==> config.mk <==
export PLATFORM = sky130hd
export DESIGN_NAME = mem_port_arbiter
export DESIGN_NICKNAME = d
export VERILOG_FILES = /design/src/rtl/mem_port_arbiter.sv
export SDC_FILE = /design/constraint.sdc
export NUM_CORES = 1
export LEC_CHECK = 0
export ABC_AREA = 1
export BUFFER_PORTS_ARGS = -buffer_cell sky130_fd_sc_hd__buf_2
export CELL_PAD_IN_SITES_DETAIL_PLACEMENT = 0
export CELL_PAD_IN_SITES_GLOBAL_PLACEMENT = 1
export CORE_MARGIN = 2
export CORE_UTILIZATION = 17
export CTS_CLUSTER_SIZE = 25
export DETAILED_ROUTE_END_ITERATION = 16
export PLACE_DENSITY_LB_ADDON = 0.1
export SETUP_SLACK_MARGIN = 0.3
export SLEW_MARGIN = 20
export SYNTH_ARGS = -nofsm -noshare
export SYNTH_HDL_FRONTEND = slang
export SYNTH_SLANG_ARGS = --single-unit
==> constraint.sdc <==
create_clock -name clk -period 3.4 [get_ports clk]
set_clock_uncertainty 0.2 [all_clocks]
set_input_delay 0.51 -clock clk [delete_from_list [all_inputs] [get_ports clk]]
set_output_delay 0.51 -clock clk [all_outputs]
set_load 0.005 [all_outputs]
==> src/rtl/mem_port_arbiter.sv <==
// Arbiter sharing one single-port synchronous RAM between instruction fetch and the MEM stage.
// Data side wins contested cycles until STARVE_MAX in a row, then fetch is forced through once.
module mem_port_arbiter #(
    parameter int ADDR_W     = 32,
    parameter int DATA_W     = 32,
    parameter int STARVE_MAX = 4
) (
    input  logic              clk,
    input  logic              rst,
    input  logic              i_if_req,
    input  logic [ADDR_W-1:0] i_if_addr,
    output logic              o_if_gnt,
    output logic              o_if_rvalid,
    output logic [DATA_W-1:0] o_if_rdata,
    input  logic              i_d_req,
    input  logic              i_d_we,
    input  logic [ADDR_W-1:0] i_d_addr,
    input  logic [DATA_W-1:0] i_d_wdata,
    output logic              o_d_gnt,
    output logic              o_d_rvalid,
    output logic [DATA_W-1:0] o_d_rdata,
    output logic              o_mem_en,
    output logic              o_mem_we,
    output logic [ADDR_W-1:0] o_mem_addr,
    output logic [DATA_W-1:0] o_mem_wdata,
    input  logic [DATA_W-1:0] i_mem_rdata
);

    localparam int CNT_W = $clog2(STARVE_MAX + 1);
    localparam logic [CNT_W-1:0] CNT_LAST = CNT_W'(STARVE_MAX - 1);

    typedef enum logic [0:0] {
        PRI_D = 1'b0,
        PRI_F = 1'b1
    } pri_e;

    pri_e             r_state;
    pri_e             w_state_nxt;
    logic [CNT_W-1:0] r_cnt;
    logic [CNT_W-1:0] w_cnt_nxt;
    logic             w_contest;
    logic             w_if_gnt;
    logic             w_d_gnt;
    logic             r_rd_pend;
    logic             r_rd_owner;

    assign w_contest = i_if_req & i_d_req;

    // Arbitration state and starvation counter.
    always_ff @(posedge clk or posedge rst) begin
        if (rst) begin
            r_state <= PRI_D;
            r_cnt   <= {CNT_W{1'b0}};
        end else begin
            r_state <= w_state_nxt;
            r_cnt   <= w_cnt_nxt;
        end
    end

    // Next state: only contested cycles advance the counter; any fetch grant restores data priority.
    always_comb begin
        w_state_nxt = r_state;
        w_cnt_nxt   = {CNT_W{1'b0}};
        if (w_contest) begin
            case (r_state)
                PRI_D: begin
                    if (r_cnt == CNT_LAST) begin
                        w_state_nxt = PRI_F;
                        w_cnt_nxt   = {CNT_W{1'b0}};
                    end else begin
                        w_state_nxt = PRI_D;
                        w_cnt_nxt   = r_cnt + 1'b1;
                    end
                end
                PRI_F: begin
                    w_state_nxt = PRI_D;
                    w_cnt_nxt   = {CNT_W{1'b0}};
                end
                default: begin
                    w_state_nxt = PRI_D;
                    w_cnt_nxt   = {CNT_W{1'b0}};
                end
            endcase
        end else if (i_if_req) begin
            w_state_nxt = PRI_D;
            w_cnt_nxt   = {CNT_W{1'b0}};
        end else begin
            w_state_nxt = r_state;
            w_cnt_nxt   = {CNT_W{1'b0}};
        end
    end

    // Grants and RAM access; everything is held quiet while reset is asserted.
    always_comb begin
        w_if_gnt = 1'b0;
        w_d_gnt  = 1'b0;
        if (rst) begin
            w_if_gnt = 1'b0;
            w_d_gnt  = 1'b0;
        end else if (w_contest) begin
            w_if_gnt = (r_state == PRI_F);
            w_d_gnt  = (r_state != PRI_F);
        end else begin
            w_if_gnt = i_if_req;
            w_d_gnt  = i_d_req;
        end
        o_if_gnt    = w_if_gnt;
        o_d_gnt     = w_d_gnt;
        o_mem_en    = w_if_gnt | w_d_gnt;
        o_mem_we    = w_d_gnt & i_d_we;
        o_mem_wdata = w_d_gnt ? i_d_wdata : {DATA_W{1'b0}};
        if (w_if_gnt) begin
            o_mem_addr = i_if_addr;
        end else if (w_d_gnt) begin
            o_mem_addr = i_d_addr;
        end else begin
            o_mem_addr = {ADDR_W{1'b0}};
        end
    end

    // Remember who issued a read so its data comes back to the right port next cycle.
    always_ff @(posedge clk or posedge rst) begin
        if (rst) begin
            r_rd_pend  <= 1'b0;
            r_rd_owner <= 1'b0;
        end else begin
            r_rd_pend  <= (w_if_gnt | w_d_gnt) & ~(w_d_gnt & i_d_we);
            r_rd_owner <= w_d_gnt;
        end
    end

    assign o_if_rvalid = r_rd_pend & ~r_rd_owner;
    assign o_d_rvalid  = r_rd_pend & r_rd_owner;
    assign o_if_rdata  = i_mem_rdata;
    assign o_d_rdata   = i_mem_rdata;

endmodule

==> impl_metrics.toml <==
[status]
outcome = "complete, no violations"

[place]
place_congestion = 0.674
hpwl_mm = 4.89
place.port_buffers = 170
detailed_place.area_mm2 = 0.00210
placed_cells_incl_taps = 503
dpl_worst_slack_ns = 0.761

[logic_synthesis]
most_frequently_used_flop_master_after_synthesis = "dfrtp_1"
post-synth-top-count-cell = "buf_4"
synthesis_stage_register_bit_count = 6
synth_sequential_area_ratio_pct = 8.98
yosysTopAreaCellShare_pct = 31.4
ys_async_sr_fraction_pct = 100
synth_fp_nets = 413
synth_enable_flop_cells = 0
netlist-cell-type-count = 20
synthDominantAreaCellType = "buf_4"
netlist_area_mm2 = 0.00167
avgSynthCellArea_um2 = 5.99
yosysWarningCount = 0
synth.cells.most_frequent = "buf_4 (70), inv_1 (40), nand2_1 (38)"
synth_cells = 279
synth_top_cells_by_area = "buf_4 (31%), nand4_1 (12%), dfrtp_1 (9.0%)"

[critical_path]
cpLargestDelayFamily = "simple AND/OR/NAND/NOR gates"
reg2reg_depth = 3
critical_path.endpoint_type = "output pin"
worstSetupStartpointType = "input pin"
cell_type_of_the_slowest_stage_on_the_worst_timing_path = "nand3_2"
critPathBufInv = 2
worstPathRequired_ns = 2.69
cp_common_cell = "buf_2"
regToRegStartpoint = "r_state"
peak_fanout_along_the_critical_path = 33
r2r-end = "r_rd_owner"
setup_slack_reg_to_reg_ns = 1.69
cp_data_arrival_time_ns = 1.86
worst_path_largest_cell_delay_ns = 0.55
crit_path_cell_trace = "buf_2, nand2_2, nand3_2, nor2_1, buf_2"
timing_worst_setup_path_type = "input pin to output pin"

[global_routing]
met1_track_usage_gr_pct = 11.0
grt_first_pass_wirelength_mm = 8.61
grt_most_used_layer = "met2"
globalRouteOverflowTotal = 0
antenna_violations_before_repair = 0
grt_pass1_vias = 1832
globalRouteMet2Util_pct = 19.3
grtUsageTotal_pct = 10.4
grt_met3_usage_pct = 3.46
largest_net_degree_at_the_start_of_global_routing = 34

[cts]
postCtsResizedCells = 0
cts_tree = "yes"
htreeDepth = 1
cts.clk_slew.worst_paths_ns = 0.04
cts-buffers-inserted = 3
cts.root.buffer_cell = "clkbuf_8"
cts_setup_buffers = 0
post_cts_hold_buffer_count = 0
clk-insertion-delay-late_ns = 0.22
cts_max_path_buffers = 2
cts.sink_count = 6

[timing]
worst_slew_margin_rel_pct = 52.0
final_critical_path_setup_slack_ns = 0.835
drv_slew = 0
finalSetupViolations = 0
grt_setup_unrepaired = "no"
finalWorstPathRequiredPeriod_ns = 2.57
timing_hold_violations_final = 0
setup_tns_ns = 0
worst_slew_pin_slew_ns = 0.718
worst_hold_slack_ns = 0.0634
final.period_utilization_pct = 75.5
max_freq_mhz = 390

[cells_and_area]
layout-drive-gt1-share_pct = 50.7
instances_no_fill = 506
area.growth.synth_to_final_pct = 27.9
nNetsFinal = 509
insertedDiodeCount = 0
final_core_utilization_pct = 22.2
stdcell_area_mm2 = 0.00214

[pwr]
leakage_power_summed_over_all_cells_nw = 1.47
ir_worst_vdd_mv = 0.122
total_power_mw = 0.371
pwr_density_cell_mw_per_mm2 = 174

[floorplanning]
placement_rows = 36
floorplan.die.height_um = 103
die_x_um = 103
core-area_mm2 = 0.00964
die-area_mm2 = 0.0106
top_level_ports = 267
start_util_pct = 17.3

[drt]
detail_route.iter0.violations = 32
via_count = 1993
wl_per_cell_um = 12.2
wirelength_mm = 6.18
drt_drc_violations_left = 0
1st_pass_router_iterations = 4
ant_nets = 0
post_drt_via_cell_ratio = 3.94

[min_path]
holdCritPathClass = "input pin to async pin"

[flow_run]
max_cap_violations = 0
==> how the worst max path moves through the flow <==
stage | endpoint | startpoint | depth (start not counted) | slack (ns)
final | o_mem_wdata[30] | i_if_req | 5 | 0.83
after detailed placement | o_mem_wdata[30] | i_if_req | 5 | 0.76
after CTS | o_mem_wdata[30] | i_if_req | 5 | 0.75
after global placement | o_mem_wdata[30] | i_if_req | 5 | 0.78
after floorplan | o_mem_addr[27] | i_d_req | 5 | 1.62
after global routing | o_mem_wdata[7] | i_if_req | 5 | 0.60
==> per-layer routing <==
metal | share of wire [%] | wire [um]
met5 | 0 | 0
met4 | 2.1 | 127
met2 | 50 | 3100
met1 | 38 | 2360
met3 | 9.5 | 589
==> sequential cells by signal (all words and copies together) (netlist names) <==
register    flops
r_cnt           3
r_rd_owner      1
r_rd_pend       1
r_state         1
==> where the power goes <==
part | switching, mW | internal [mW] | total [mW]
registers | 0.00124 | 0.0744 | 0.0757
clock network | 0.0293 | 0.0759 | 0.105
logic | 0.0986 | 0.0917 | 0.190
total | 0.129 | 0.242 | 0.371
==> final cells by class <==
type,count,area (um^2)
sequential,6,150
fill,1171,7500
inverter,42,158
timing repair buffer,174,881
clock buffer,3,41.3
multi-input combinational,148,742
tap,133,166
==> logic make-up (layout without fill, tap and decap cells) <==
family / after synthesis / in the layout / synth area share (%)
flops: 6 / 6 / 8.98
buf+inv: 125 / 219 / 46.6
fa+ha+maj: 1 / 1 / 0.748
compound gates: 2 / 2 / 0.748
simple gates: 145 / 145 / 42.9
==> cell usage in the layout, fill, tap and decap left out, types with 2 or more instances in the layout <==
| cell | synthesis | routed |
|---|---|---|
| nand4_1 | 33 | 33 |
| nand2_2 | 2 | 2 |
| buf_4 | 70 | 4 |
| clkbuf_8 | 1 | 3 |
| buf_2 | 9 | 170 |
| inv_2 | 2 | 2 |
| nand3_1 | 28 | 28 |
| nand2_1 | 38 | 38 |
| nand3_2 | 6 | 6 |
| dfrtp_1 | 6 | 6 |
| nor2_1 | 35 | 35 |
| inv_1 | 40 | 40 |
Power figures use the tool's default switching activity.
